### src/rtl/payload_arb_pkg.sv
// payload_arb_pkg: shared definitions for the payload FIFO arbiter.
//   arb_state_e : arbiter FSM encoding (IDLE/GRANT/XFER/GAP)
//   clog2()     : ceiling log2 used for counter widths
//   eop_bit()   : position of the end-of-packet flag in a FIFO word
package payload_arb_pkg;

  typedef enum logic [1:0] {
    IDLE  = 2'd0,
    GRANT = 2'd1,
    XFER  = 2'd2,
    GAP   = 2'd3
  } arb_state_e;

  function automatic int clog2(input int n);
    int r;
    r = 0;
    for (int i = 0; i < 32; i++)
      if ((1 << r) < n) r++;
    return r;
  endfunction

  function automatic int eop_bit(input int dw);
    return dw - 1;
  endfunction

endpackage

### src/rtl/rr_priority_pick.sv
// rr_priority_pick: combinational round-robin picker.
//   req   : request vector, one bit per port
//   ptr   : highest-priority port this round
//   idx   : first requesting port at or after ptr (wrapping)
//   found : at least one request is set
module rr_priority_pick #(
  parameter int NUM_PORTS = 4,
  parameter int PORT_W    = 2
) (
  input  logic [NUM_PORTS-1:0] req,
  input  logic [PORT_W-1:0]    ptr,
  output logic [PORT_W-1:0]    idx,
  output logic                 found
);

  // Walk NUM_PORTS positions starting at ptr; wrap is an explicit
  // subtract so non-power-of-two port counts stay correct.
  always_comb begin
    int p;
    found = 1'b0;
    idx   = '0;
    p     = 0;
    for (int k = 0; k < NUM_PORTS; k++) begin
      p = int'(ptr) + k;
      if (p >= NUM_PORTS) p = p - NUM_PORTS;
      if (!found && req[p[PORT_W-1:0]]) begin
        found = 1'b1;
        idx   = p[PORT_W-1:0];
      end
    end
  end

endmodule

### src/rtl/payload_fifo_arbiter.sv
// payload_fifo_arbiter: packet-level round-robin arbiter sharing one egress
// datapath among NUM_PORTS first-word-fall-through payload FIFOs.
//   pos_rclk, aresetn_rclk (async, low), sresetn_rclk (sync, low)
//   fifo_dvld / fifo_dout  : per-port FWFT head valid / head word (EOP in MSB)
//   fifo_rd_en             : per-port pop, at most one bit high
//   out_data/out_eop/out_valid/out_ready : egress stream
//   out_port               : source port of the current packet
//   busy                   : FSM not in IDLE
//   err_overlen            : one-cycle pulse, registered, in the cycle after
//                            the beat a packet was truncated at MAX_WORDS
module payload_fifo_arbiter
  import payload_arb_pkg::*;
#(
  parameter int NUM_PORTS  = 4,
  parameter int DATA_WIDTH = 9,
  parameter int IFG_CYCLES = 2,
  parameter int MAX_WORDS  = 1536,
  parameter int PORT_W     = 2
) (
  input  logic                            pos_rclk,
  input  logic                            aresetn_rclk,
  input  logic                            sresetn_rclk,
  input  logic [NUM_PORTS-1:0]            fifo_dvld,
  input  logic [NUM_PORTS*DATA_WIDTH-1:0] fifo_dout,
  output logic [NUM_PORTS-1:0]            fifo_rd_en,
  output logic [DATA_WIDTH-2:0]           out_data,
  output logic                            out_eop,
  output logic                            out_valid,
  input  logic                            out_ready,
  output logic [PORT_W-1:0]               out_port,
  output logic                            busy,
  output logic                            err_overlen
);

  localparam int EOP_BIT = eop_bit(DATA_WIDTH);
  localparam int CNT_W   = clog2(MAX_WORDS + 1);
  localparam int GAP_W   = (IFG_CYCLES > 0) ? clog2(IFG_CYCLES + 1) : 1;

  logic [NUM_PORTS-1:0][DATA_WIDTH-1:0] dout_a;
  arb_state_e                           state;
  logic [PORT_W-1:0]                    rr_ptr, pick_idx, next_ptr;
  logic                                 pick_found;
  logic [CNT_W-1:0]                     word_cnt;
  logic [GAP_W-1:0]                     gap_cnt;
  logic [DATA_WIDTH-1:0]                head;
  logic                                 xfer, beat, at_limit, trunc, last_beat;

  assign dout_a = fifo_dout;
  assign head   = dout_a[out_port];

  // Egress is combinational from the granted port while in XFER. The sync
  // reset also masks it so a word is never popped in the cycle it resets.
  assign xfer      = (state == XFER) && sresetn_rclk;
  assign out_valid = xfer & fifo_dvld[out_port];
  assign out_data  = xfer ? head[DATA_WIDTH-2:0] : '0;
  assign at_limit  = (word_cnt >= CNT_W'(MAX_WORDS - 1));
  assign out_eop   = out_valid & (head[EOP_BIT] | at_limit);
  assign beat      = out_valid & out_ready;
  assign trunc     = beat & ~head[EOP_BIT] & at_limit;
  assign last_beat = beat & out_eop;
  assign next_ptr  = (out_port == PORT_W'(NUM_PORTS - 1)) ? '0 : out_port + 1'b1;
  assign busy      = (state != IDLE);

  always_comb begin
    fifo_rd_en = '0;
    if (beat) fifo_rd_en[out_port] = 1'b1;
  end

  rr_priority_pick #(
    .NUM_PORTS (NUM_PORTS),
    .PORT_W    (PORT_W)
  ) u_pick (
    .req   (fifo_dvld),
    .ptr   (rr_ptr),
    .idx   (pick_idx),
    .found (pick_found)
  );

  always_ff @(posedge pos_rclk or negedge aresetn_rclk) begin
    if (!aresetn_rclk) begin
      state       <= IDLE;
      rr_ptr      <= '0;
      out_port    <= '0;
      word_cnt    <= '0;
      gap_cnt     <= '0;
      err_overlen <= 1'b0;
    end else if (!sresetn_rclk) begin
      state       <= IDLE;
      rr_ptr      <= '0;
      out_port    <= '0;
      word_cnt    <= '0;
      gap_cnt     <= '0;
      err_overlen <= 1'b0;
    end else begin
      err_overlen <= 1'b0;
      case (state)
        IDLE: if (|fifo_dvld) state <= GRANT;
        GRANT: begin
          // Requests can vanish between IDLE and GRANT; fall back if so.
          if (pick_found) begin
            out_port <= pick_idx;
            word_cnt <= '0;
            state    <= XFER;
          end else begin
            state <= IDLE;
          end
        end
        XFER: begin
          if (beat && word_cnt != CNT_W'(MAX_WORDS))
            word_cnt <= word_cnt + 1'b1;
          // Truncation exits like a real EOP; the rest of the packet stays
          // queued and competes again as a new packet.
          if (last_beat) begin
            rr_ptr      <= next_ptr;
            err_overlen <= trunc;
            gap_cnt     <= '0;
            state       <= (IFG_CYCLES == 0) ? IDLE : GAP;
          end
        end
        GAP: begin
          if (int'(gap_cnt) >= IFG_CYCLES - 1) state <= IDLE;
          else gap_cnt <= gap_cnt + 1'b1;
        end
        default: state <= IDLE;
      endcase
    end
  end

endmodule

### config.mk
export PLATFORM = sky130hd
export DESIGN_NAME = payload_fifo_arbiter
export DESIGN_NICKNAME = d
export VERILOG_FILES = /design/src/rtl/payload_arb_pkg.sv /design/src/rtl/rr_priority_pick.sv /design/src/rtl/payload_fifo_arbiter.sv
export SDC_FILE = /design/constraint.sdc
export NUM_CORES = 1
export LEC_CHECK = 0
export CAP_MARGIN = 20
export CORE_AREA = 2 2 61 63
export CTS_CLUSTER_DIAMETER = 100
export CTS_CLUSTER_SIZE = 16
export DETAILED_ROUTE_END_ITERATION = 6
export DIE_AREA = 0 0 63 65
export PLACE_DENSITY = 0.79
export SYNTH_ARGS = -nofsm -noshare
export SYNTH_HDL_FRONTEND = slang
export SYNTH_SLANG_ARGS = --single-unit
export TNS_END_PERCENT = 20
### constraint.sdc
create_clock -name pos_rclk -period 4.95 [get_ports pos_rclk]
set_input_delay 1.2375 -clock pos_rclk [delete_from_list [all_inputs] [get_ports pos_rclk]]
set_output_delay 1.2375 -clock pos_rclk [all_outputs]
set_load 0.005 [all_outputs]
# Word-level counts from Yosys, hierarchy flattened
# Cells that the tools add are included.
# word_totals
ff_bits,20
# classes
n_addsub,10
order_cmp,12
n_eq_ne,17
mux,52
bitwise_logic,8
n_reduce_logical,17
# op_table
cell,n
2-bit 2-to-1 mux,23
11-bit 2-to-1 mux,3
11-bit case mux with 2 select lines,1
9-bit binary-select mux with 2-bit select,1
2-bit by 3-bit < comparator with 1-bit output (second input constant),5
3-bit != test (second input constant),5
1-bit 2-to-1 mux,13
11-bit by 1-bit adder with 11-bit output (second input constant),1
11-bit >= comparator (second input constant),1
11-bit != test (second input constant),1
1-bit binary-select mux with 2-bit select,5
3-bit >= comparator (second input constant),3
9-bit 2-to-1 mux,1
3-bit AND reduction,3
8-bit 2-to-1 mux,1
2-bit by 1-bit != test with 1-bit output (second input constant),4
2-bit case mux with 4 select lines,1
2-bit by 1-bit subtractor with 2-bit output (second input constant),4
2-bit by 2-bit adder with 3-bit output (second input constant),2
1-bit bitwise AND,6
2-bit equality test (second input constant),3
1-bit logical AND,6
3-bit by 1-bit != test with 1-bit output (second input constant),2
2-bit by 1-bit adder with 2-bit output (second input constant),2
15 further kinds,19

# Depth between registers and ports, before layout
# Gate-level depths: netlist of run 1.
# depth
depth_word,17
mapped_depth,7

# By module
# From an unflattened synthesis of run 1, not the netlist that was laid out.
# hier_totals
hier_cells,173
area_unflattened_um2,1677.9
# modules_own_cells
mod,instances,cells_each,area_each_um2
payload_fifo_arbiter,1,158,1600.3
rr_priority_pick,1,15,77.6

# Least setup slack after synthesis of run 1
# No wires, ideal clock.
# synth_path
kind,input port to output port
startpoint,in fifo_dvld[1]
endpoint,out fifo_rd_en[0]
arrival_ns,2.376
required_time_ns,3.713
slack_ns,1.337
cell_stages,5
n_path_buf,2
path_cell_list,mux4_1 > and3_1 > buf_4 > buf_2 > and2_1
# synth_between
elab_chain_len,5
# synth_lines
element,line,text
from (decl),payload_fifo_arbiter.sv:23,"input logic [NUM_PORTS-1:0] fifo_dvld,"
1-bit binary-select mux with 2-bit select,payload_fifo_arbiter.sv:54,assign out_valid = xfer & fifo_dvld[out_port];
1-bit 2-to-1 mux (not written as such),payload_fifo_arbiter.sv:54,
1-bit bitwise AND,payload_fifo_arbiter.sv:54,
1-bit bitwise AND,payload_fifo_arbiter.sv:58,assign beat = out_valid & out_ready;
4-bit 2-to-1 mux,payload_fifo_arbiter.sv:66,if (beat) fifo_rd_en[out_port] = 1'b1;
to (decl),payload_fifo_arbiter.sv:25,"output logic [NUM_PORTS-1:0] fifo_rd_en,"
# Every way passes these cells. The select of a mux whose other input is x is not followed.

# Worst setup path in the final report of run 1
# layout_path
startpoint,in fifo_dvld[1]
endpoint,out fifo_rd_en[3]
# Same word-level chain as after synthesis.

==> flow_metrics.tcl, run 1 <==
set metrics [dict create \
    die_outline_area_um2 4100 \
    synth.top_cells.by_area "sky130_fd_sc_hd__dfrtp_1 33%, sky130_fd_sc_hd__mux4_2 12%, sky130_fd_sc_hd__and2_1 6.6%" \
    timing.critical_path.cells "clkdlybuf4s50_1 > mux4_1 > and3_1 > and2_1 > clkdlybuf4s50_1" \
    io_pins 62 \
    yosys_register_bits 20 \
    cts.sink_count 20 \
    comb_power_share_pct 28.7 \
    clock.fmax_mhz 228 \
    post-cts-setup-buffer-count 0 \
    netSwitchingFraction_pct 26.8 \
    design_power_total_mw 0.357 \
    critical_path.startpoint "fifo_dvld[1]" \
    worst_hold_startpoint "word_cnt[0]" \
    grt_max_degree 21 \
    startpoint_type "input port" \
    fp.coreArea_um2 3500 \
    first_pass_grt_wire_length_um 6320 \
    dr.first_iter.drc_count 58 \
    post-synth-top-count-cell "sky130_fd_sc_hd__dfrtp_1" \
    number_of_global_route_vias_before_repair 1325 \
    cts_resized 0 \
    via_count 1418 \
    dominant_delay_contributor_by_cell_family_on_the_critical_path "buffers and inverters" \
    cts_buffers 3 \
    layout_worst_path_cycle_share_pct 88.5 \
    cp_common_cell "sky130_fd_sc_hd__clkdlybuf4s50_1" \
    synth_top_area_share_pct 33.0 \
    synthFlopType "sky130_fd_sc_hd__dfrtp_1" \
    synthArstFlopShare_pct 100 \
    clock_insertion_delay_at_the_later_pin_of_the_skew_report_ns 0.30 \
    n_antenna_cell 0 \
    endpoint_kind "primary output" \
    syn_to_final_growth_pct 44.6 \
    drt.antenna.violating_nets 0 \
    worst_setup_skew_after_layout_ns 0.00102 \
    tritoncts_clock_tree "yes" \
    ctsRootBufferMaster "sky130_fd_sc_hd__clkbuf_4" \
    ys_warn_count 0 \
    globalRouteOverflowTotal 0 \
    finalHoldViolCount 0 \
    synth_top_area_cell "sky130_fd_sc_hd__dfrtp_1" \
    postRouteWirelength_um 3960 \
    worstPathRequired_ns 3.71 \
    maxCapViolCount 0 \
    antenna_found_initial 0 \
    kind_of_path_behind_the_tightest_hold_check "reg -> reg" \
    syn-cell-area_um2 1520 \
    leakage_nw 0.864 \
    gp_routability_congestion 0.866 \
    worstMarginPinSlew_ns 0.866 \
    p_clk_share_pct 21.4 \
    post_drt_via_cell_ratio 5.25 \
    avgSynthCellArea_um2 9.36 \
    setup.worst_path.class "in -> out" \
    post_route_cells_drive_above_1_share_pct 6.31 \
    drt-pass1-iter-count 4 \
    track_usage_pct 19.7 \
    drv_slew 0 \
    drcViolationCount 0 \
    setup_total_negative_slack_ns 0 \
    rr_startpoint "out_port[0]" \
    worst_path_max_delay_cell "sky130_fd_sc_hd__mux4_1" \
    cts-htree-levels 1 \
    pwr-share-seq_pct 49.9 \
    synth_edf_count 0 \
    syn_nets 213 \
    worst_ep_arrival_time_ns 3.14 \
    numPortBuffers 61 \
    clk_pin_slew_ns 0.10 \
    hold_slack_ns 0.564 \
    postSynthCellCount 162 \
    rsz_0062_raised_after_global_routing "no" \
    crit_path_buffers_inverters 2 \
    critPathMaxStageDelay_ns 0.55 \
    intPower_mw 0.262 \
    critical_path.max_fanout 5 \
    timing.final.crit_period_ns 4.38 \
    slew-limit-headroom_pct 42.1 \
    synth.lib_cells_used.distinct 35 \
    starting_density_pct 43.4 \
    vdd_drop_max_mv 0.128 \
    overall_die_height_um 65 \
    design.final.nets 275 \
    synth-seq-area-share_pct 33.0 \
    postCtsHoldBufs 0 \
    netlist_top_cells_count "20 x sky130_fd_sc_hd__dfrtp_1, 16 x sky130_fd_sc_hd__and2_1, 14 x sky130_fd_sc_hd__inv_1" \
    clock_path_buffers 2 \
    placement_rows 22 \
    pwr_density_cell_nw_per_um2 163 \
    die_w_um 63 \
    average_wire_length_per_cell_after_detail_routing_um 14.7 \
    setup_viol_count_final 0 \
    netSwitchingPower_mw 0.0959 \
    dpl.hpwl_um 3150 \
    run_status "complete, no violations" \
]
==> cells in the final DEF (no fill, tap or decap), types with 3 or more instances in the layout <==
cell	instances
sky130_fd_sc_hd__a21oi_1	7
sky130_fd_sc_hd__a31oi_1	3
sky130_fd_sc_hd__and2_1	16
sky130_fd_sc_hd__clkbuf_4	3
sky130_fd_sc_hd__clkdlybuf4s50_1	61
sky130_fd_sc_hd__dfrtp_1	20
sky130_fd_sc_hd__ha_1	7
sky130_fd_sc_hd__inv_1	14
sky130_fd_sc_hd__mux4_2	8
sky130_fd_sc_hd__nand2_1	10
sky130_fd_sc_hd__nand3_1	13
sky130_fd_sc_hd__nand4_1	7
sky130_fd_sc_hd__nor2_1	13
sky130_fd_sc_hd__o21ai_0	8
sky130_fd_sc_hd__xor2_1	7
==> layer usage <==
metal | track usage (%) | part of all wire (%)
met1 | 25.3 | 43
met2 | 33.6 | 49
met3 | 3.47 | 6.3
met4 | 6.67 | 1.4
met5 | 0 | 0
==> worst register-to-register path, stage by stage (launching register included) <==
cell,delay [ns]
sky130_fd_sc_hd__dfrtp_1,0.84
sky130_fd_sc_hd__mux4_1,0.40
sky130_fd_sc_hd__and3_1,0.23
sky130_fd_sc_hd__buf_4,0.23
sky130_fd_sc_hd__inv_2,0.05
sky130_fd_sc_hd__or4_1,0.46
sky130_fd_sc_hd__a21oi_1,0.13
==> cell families (layout without fill, tap and decap cells) <==
family,after synthesis,after routing,synth area share [%]
buffers and inverters,20,80,5.36
AND/OR/NAND/NOR,71,71,25.1
flip-flops,20,20,33.0
AO/OA/AOI/OAI,24,24,9.57
multiplexers,11,11,16.0
adder cells (fa/ha/maj),7,7,5.78
XOR/XNOR,9,9,5.20
==> path summary, 6_finish.rpt <==
check | depth (start not counted) | slack [ns] | end
setup / recovery | 5 | 0.57 | fifo_rd_en[3]
hold / removal | 1 | 0.56 | word_cnt[0]
setup reg to reg | 6 | 2.54 | rr_ptr[0]
hold reg to reg | 1 | 0.56 | word_cnt[0]
max in group asynchronous | 1 | 3.00 | err_overlen
min in group asynchronous | 1 | 1.42 | word_cnt[6]
==> sequential cells by signal, summed over array words and instances, names as in the netlist <==
| register | cells |
|---|---|
| rr_ptr | 2 |
| word_cnt | 11 |
| err_overlen | 1 |
| state | 2 |
| out_port | 2 |
| gap_cnt | 2 |
==> power by group through the flow <==
stage	registers (mW)	clock network, mW	logic [mW]
global route	0.180	0.0841	0.113
global placement	0.181	0	0.101
CTS	0.179	0.0764	0.104
detailed placement	0.182	0	0.103
floorplan	0.176	0	0.0474
finish	0.178	0.0765	0.103
==> per-stage QoR <==
step	std cells	utilization [%]	instance area (µm²)	worst slack (ns)
after global placement	267	62.1	2170	0.621
after detailed placement	267	62.1	2170	0.561
after global routing	270	62.7	2190	0.486
after floorplan	162	-	1520	1.34
final	270	62.7	2190	0.570
after CTS	270	62.7	2190	0.554
==> area by class of cell <==
| cell class | count | area [µm²] |
|---|---|---|
| clock buffer | 3 | 22.5 |
| fill | 313 | 1300 |
| inverter | 15 | 56.3 |
| multi-input combinational | 122 | 935 |
| sequential | 20 | 500 |
| tap | 48 | 60.1 |
| timing repair buffer | 62 | 618 |
No activity file was read; power rests on OpenSTA's default activity.
==> run 2, diff against run 1 <==
- ABC_AREA: default -> 1
- CORE_AREA: 2 2 61 63 -> 2 2 65 67
- DIE_AREA: 0 0 63 65 -> 0 0 67 69
- PLACE_DENSITY: 0.79 -> 0.81
==> flow_metrics.tcl, run 2 <==
set metrics [dict create \
    cts.sink_count 20 \
    io_pins 62 \
    syn-cell-area_um2 1920 \
    cts_buffers 3 \
    post-cts-setup-buffer-count 0 \
    starting_density_pct 49.0 \
    antenna_found_initial 0 \
    worst_ep_arrival_time_ns 2.85 \
    cts_resized 0 \
    fillerInstances 370 \
    synth_top_area_share_pct 26.1 \
    crit_path_buffers_inverters 4 \
    vdd_drop_max_mv 0.152 \
    clock_path_buffers 2 \
    numPortBuffers 61 \
    dr.first_iter.drc_count 149 \
    synth_top_area_cell "sky130_fd_sc_hd__dfrtp_1" \
    endpoint_kind "primary output" \
    post-synth-top-count-cell "sky130_fd_sc_hd__nand2_1" \
    tritoncts_clock_tree "yes" \
    syn_to_final_growth_pct 35.4 \
    leakage_nw 1.19 \
    drt-pass1-iter-count 4 \
    ys_warn_count 0 \
    cts-htree-levels 1 \
    gp_routability_congestion 0.945 \
    maxCapViolCount 0 \
    pre_cts_slack_ns 0.863 \
    postLayoutSetupSlackWorst_ns 0.860 \
    synth.lib_cells_used.distinct 30 \
    rrSetupSlack_ns 2.86 \
    synth_edf_count 0 \
    syn_nets 366 \
    synthFlopType "sky130_fd_sc_hd__dfrtp_1" \
    most_frequent_standard_cell_in_the_layout_excluding_fill_and_tap_cells "sky130_fd_sc_hd__nand2_1" \
    average_wire_length_per_cell_after_detail_routing_um 12.8 \
    fp.coreArea_um2 3910 \
    run_status "complete, no violations" \
    startpoint_type "input port" \
    pwr_density_cell_nw_per_um2 231 \
    via_count 2161 \
    finalHoldViolCount 0 \
    n_antenna_cell 0 \
    design.final.nets 425 \
    r2r.worst_path.cells 10 \
    rsz_0062_raised_after_global_routing "no" \
    synthArstFlopShare_pct 100 \
    rr_startpoint "out_port[1]" \
    critical_path.max_fanout 6 \
    die_outline_area_um2 4620 \
    placement_rows 23 \
    synth-seq-area-share_pct 26.1 \
    number_of_global_route_vias_before_repair 1982 \
    clock.fmax_mhz 245 \
    ctsRootBufferMaster "sky130_fd_sc_hd__clkbuf_8" \
    clock_insertion_delay_at_the_later_pin_of_the_skew_report_ns 0.25 \
    whs_endpoint "gap_cnt[1]" \
    first_pass_grt_wire_length_um 8900 \
    synth.top_cells.by_area "sky130_fd_sc_hd__dfrtp_1 26%, sky130_fd_sc_hd__nand2_1 18%, sky130_fd_sc_hd__nor2_1 11%" \
    grt_max_degree 26 \
    number_of_instances_in_the_placed_design 419 \
    drcViolationCount 0 \
    globalRouteOverflowTotal 0 \
    setup_total_negative_slack_ns 0 \
    largest-register "word_cnt" \
    drt.antenna.violating_nets 0 \
    whs_path_depth 2 \
    worst_hold_startpoint "gap_cnt[1]" \
    die_w_um 67 \
    setup_viol_count_final 0 \
    worstPathRequired_ns 3.71 \
    drv_slew 0 \
    worst_path_max_delay_cell "sky130_fd_sc_hd__clkdlybuf4s50_1" \
    post_route_cells_drive_above_1_share_pct 6.99 \
    critical_path.reg2reg.endpoint "word_cnt[8]" \
    kind_of_path_behind_the_tightest_hold_check "reg -> reg" \
    worstMarginPinSlew_ns 0.912 \
    mostFrequentLayoutCells "91 x sky130_fd_sc_hd__nand2_1, 61 x sky130_fd_sc_hd__clkdlybuf4s50_1, 57 x sky130_fd_sc_hd__nor2_1" \
    postSynthCellCount 315 \
    postRouteWirelength_um 5400 \
    worst_setup_skew_after_layout_ns 0.00125 \
    dpl.hpwl_um 4100 \
    timing.critical_path.cells "clkdlybuf4s50_1 > inv_2 > nand2_1 > nand3_1 > nand2_1 > nand2_4 > inv_4 > nand2_8 > nor2_1 > clkdlybuf4s50_1" \
    critPathMaxStageDelay_ns 0.50 \
    layout_worst_path_cycle_share_pct 82.6 \
    post_layout_nonfiller_instances 422 \
    avgSynthCellArea_um2 6.09 \
    setup.worst_path.class "in -> out" \
    largest_register_ff_count 11 \
    postCtsHoldBufs 0 \
    timing.final.crit_period_ns 4.09 \
    clk_pin_slew_ns 0.07 \
    track_usage_pct 23.6 \
    dominant_delay_contributor_by_cell_family_on_the_critical_path "buffers and inverters" \
    overall_die_height_um 69 \
    netlist_top_cells_count "91 x sky130_fd_sc_hd__nand2_1, 57 x sky130_fd_sc_hd__nor2_1, 29 x sky130_fd_sc_hd__inv_1" \
    slew-limit-headroom_pct 39.0 \
    yosys_register_bits 20 \
    post_drt_via_cell_ratio 5.12 \
]
==> run 2: cell types whose count changed after synthesis, sizes merged, moves of 4 or more <==
| cell | change |
|---|---|
| inv | +22 |
| nor2 | +49 |
| and2 | -16 |
| nand2 | +85 |
| nand3 | +12 |
| mux4 | -10 |
| buf | +4 |
| nor3 | +7 |
| xor2 | -5 |
| o21ai | +18 |
==> run 2: worst register-to-register path: cells and delay by family, from the launching register on <==
kind / cells / cell delay, ns
buffers and inverters: 2 / 0.39
flip-flops: 1 / 0.69
AO/OA/AOI/OAI: 1 / 0.07
AND/OR/NAND/NOR: 7 / 0.87
==> run 2: worst max path at each step <==
stage	startpoint	to	slack, ns	cells past startpoint
6_report	fifo_dvld[2]	fifo_rd_en[3]	0.86	10
5_1_grt	fifo_dvld[0]	fifo_rd_en[1]	0.74	10
4_1_cts	fifo_dvld[0]	fifo_rd_en[3]	0.85	10
3_5_place_dp	fifo_dvld[0]	fifo_rd_en[3]	0.86	10
3_3_place_gp	fifo_dvld[0]	fifo_rd_en[1]	0.88	10
2_1_floorplan	fifo_dvld[1]	fifo_rd_en[0]	1.89	8
==> run 2: per-layer routing <==
layer,up-vias,global-route usage [%],routed length [µm]
li1,1122,-,-
met1,943,32.1,2320
met2,90,38.8,2480
met3,6,3.75,561
met4,0,5.44,45
met5,-,0,0
==> run 2: cell type report <==
cell class,count,area [µm²],share of cell area (%)
Multi-Input combinational cell,249,1220,47.1
Inverter,37,144,5.54
Timing Repair Buffer,63,626,24.1
Tap cell,50,62.6,2.41
Clock buffer,3,41.3,1.59
Sequential cell,20,500,19.3
==> run 2: logic make-up after synthesis <==
kind of cell               after synthesis  share of synthesized area, %
AOI/OAI and AO/OA                       39                          11.7
xor gates and xnor gates                 3                          1.37
adders and majority gates                7                          4.56
buffers and inverters                   46                          10.1
DFF                                     20                          26.1
and+or+nand+nor                        200                          46.2
==> run 2: power breakdown <==
part	switching [mW]	internal, mW	leakage (nW)	total (mW)
clock network	0.0515	0.0542	0.0216	0.106
logic	0.175	0.123	0.889	0.298
registers	0.0194	0.178	0.276	0.197
total	0.246	0.355	1.19	0.601
==> run 2: through the flow <==
stage                     instance area [µm²]  util, %  power, mW  hold WS (ns)
after CTS                                2600     66.4      0.604         0.485
after floorplan                          1920        -      0.382         0.442
after global routing                     2600     66.4      0.646         0.514
after global placement                   2560     65.3      0.495         0.462
after detailed placement                 2560     65.3      0.498         0.467
final                                    2600     66.4      0.601         0.478
==> run 3, diff against run 2 <==
- CORE_AREA: 2 2 65 67 -> 2 2 71 73
- DIE_AREA: 0 0 67 69 -> 0 0 73 75
- PLACE_DENSITY: 0.81 -> 0.72
- clock period: 4.95 -> 3.65 ns (I/O delays scaled with it)
==> flow_metrics.tcl, run 3 (synthesis gave the netlist of run 2 again) <==
set metrics [dict create \
    largest_register_ff_count 11 \
    layout_worst_path_cycle_share_pct 95.3 \
    die_w_um 73 \
    worstMarginPinSlew_ns 0.867 \
    design.final.nets 426 \
    final_area_um2 2610 \
    globalRouteOverflowTotal 0 \
    numPortBuffers 61 \
    kind_of_path_behind_the_tightest_hold_check "reg -> reg" \
    post-cts-setup-buffer-count 0 \
    io_pins 62 \
    worstPathRequired_ns 2.74 \
    placement_rows 25 \
    postRouteWirelength_um 5350 \
    cts_resized 0 \
    setup.worst_path.class "in -> out" \
    drt-pass1-iter-count 4 \
    worst_setup_skew_after_layout_ns 0.00354 \
    dominant_delay_contributor_by_cell_family_on_the_critical_path "buffers and inverters" \
    slew-limit-headroom_pct 42.0 \
    via_count 2170 \
    fp.coreArea_um2 4660 \
    critPathMaxStageDelay_ns 0.51 \
    syn_to_final_growth_pct 36.0 \
    tritoncts_clock_tree "yes" \
    dr.first_iter.drc_count 122 \
    endpoint_kind "primary output" \
    most_frequent_standard_cell_in_the_layout_excluding_fill_and_tap_cells "sky130_fd_sc_hd__nand2_1" \
    post_detailed_placement_cell_area_um2 2570 \
    dpl.hpwl_um 4120 \
    vdd_drop_max_mv 0.210 \
    cts_buffers 3 \
    timing.final.crit_period_ns 3.48 \
    rr_startpoint "word_cnt[0]" \
    setup_total_negative_slack_ns 0 \
    mostFrequentLayoutCells "91 x sky130_fd_sc_hd__nand2_1, 61 x sky130_fd_sc_hd__clkdlybuf4s50_1, 57 x sky130_fd_sc_hd__nor2_1" \
    post_route_cells_drive_above_1_share_pct 7.24 \
    rrSetupSlack_ns 1.88 \
    leakage_nw 1.19 \
    gp_routability_congestion 0.888 \
    cts.sink_count 20 \
    drt.antenna.violating_nets 0 \
    whs_path_depth 2 \
    maxCapViolCount 0 \
    worst_ep_arrival_time_ns 2.56 \
    overall_die_height_um 75 \
    crit_path_buffers_inverters 4 \
    post_drt_via_cell_ratio 5.08 \
    postCtsHoldBufs 0 \
    pwr_density_cell_nw_per_um2 310 \
    ctsRootBufferMaster "sky130_fd_sc_hd__clkbuf_8" \
    whs_endpoint "gap_cnt[1]" \
    critical_path.reg2reg.endpoint "gap_cnt[0]" \
    r2r.worst_path.cells 10 \
    worst_hold_startpoint "gap_cnt[1]" \
    clock.fmax_mhz 288 \
    average_wire_length_per_cell_after_detail_routing_um 12.5 \
    timing.critical_path.cells "clkdlybuf4s50_1 > inv_2 > nand2_1 > nand3_1 > nand2_1 > nand2_4 > inv_4 > nand2_8 > nor2_1 > clkdlybuf4s50_1" \
    first_pass_grt_wire_length_um 8960 \
    starting_density_pct 41.2 \
    startpoint_type "input port" \
    critical_path.max_fanout 6 \
    antenna_found_initial 0 \
    track_usage_pct 20.6 \
    drv_slew 0 \
    number_of_global_route_vias_before_repair 1921 \
    clock_insertion_delay_at_the_later_pin_of_the_skew_report_ns 0.25 \
    finish.utilization_pct 56.0 \
    worst_path_max_delay_cell "sky130_fd_sc_hd__clkdlybuf4s50_1" \
    cts-htree-levels 1 \
    rsz_0062_raised_after_global_routing "no" \
    setup_viol_count_final 0 \
    grt_max_degree 25 \
    clock_path_buffers 2 \
    clk_pin_slew_ns 0.07 \
    n_antenna_cell 0 \
    finalHoldViolCount 0 \
    largest-register "word_cnt" \
    drcViolationCount 0 \
    fillerInstances 460 \
    run_status "complete, no violations" \
    die_outline_area_um2 5480 \
]
## run 3: changes by cell type in the layout (fill, tap and decap cells not counted)
cell / before / now
sky130_fd_sc_hd__buf_4: 2 / 3
## run 3: worst register-to-register path: stages, from the launching register on
cell	delay, ns
sky130_fd_sc_hd__dfrtp_1	0.40
sky130_fd_sc_hd__ha_1	0.19
sky130_fd_sc_hd__nand2_1	0.08
sky130_fd_sc_hd__nor2_1	0.22
sky130_fd_sc_hd__nand3_1	0.15
sky130_fd_sc_hd__nand4_1	0.16
sky130_fd_sc_hd__nand2_1	0.11
sky130_fd_sc_hd__nand2_1	0.14
sky130_fd_sc_hd__nand2_1	0.09
sky130_fd_sc_hd__nand2_1	0.07
sky130_fd_sc_hd__nand2_1	0.05
## run 3: stage by stage
stage	total power, mW	setup slack (ns)	hold slack, ns	instances
floorplan	0.518	1.24	0.442	315
global placement	0.676	0.222	0.459	424
detailed placement	0.679	0.189	0.470	424
CTS	0.823	0.177	0.486	427
global route	0.880	0.0249	0.508	427
finish	0.810	0.173	0.481	427
## run 3: worst max path at each step
stage | from | end | slack, ns | cells after the start
2_1_floorplan | fifo_dvld[1] | fifo_rd_en[0] | 1.24 | 8
3_3_place_gp | fifo_dvld[0] | fifo_rd_en[0] | 0.22 | 10
3_5_place_dp | fifo_dvld[0] | fifo_rd_en[3] | 0.19 | 10
4_1_cts | fifo_dvld[0] | fifo_rd_en[3] | 0.18 | 10
5_1_grt | fifo_dvld[0] | fifo_rd_en[3] | 0.02 | 10
6_report | fifo_dvld[0] | fifo_rd_en[3] | 0.17 | 10
## run 3: routing by layer
| layer | global-route usage, % | share of wire (%) |
|---|---|---|
| met1 | 27.2 | 46 |
| met5 | 0 | 0 |
| met3 | 2.14 | 7.5 |
| met2 | 36.3 | 45 |
| met4 | 4.94 | 1.2 |
## run 3: final cells by class
cell class | instances | area, µm² | share of cell area (%)
clock buffers | 3 | 41.3 | 1.58
inverters | 37 | 144 | 5.51
multi-input cells | 249 | 1220 | 46.9
flip-flops and latches | 20 | 500 | 19.2
well taps | 54 | 67.6 | 2.59
repair buffers | 64 | 633 | 24.2
## run 3: power by group
part	internal, mW	switching (mW)
Clock	0.0733	0.0636
Combinational	0.169	0.241
Sequential	0.241	0.0213
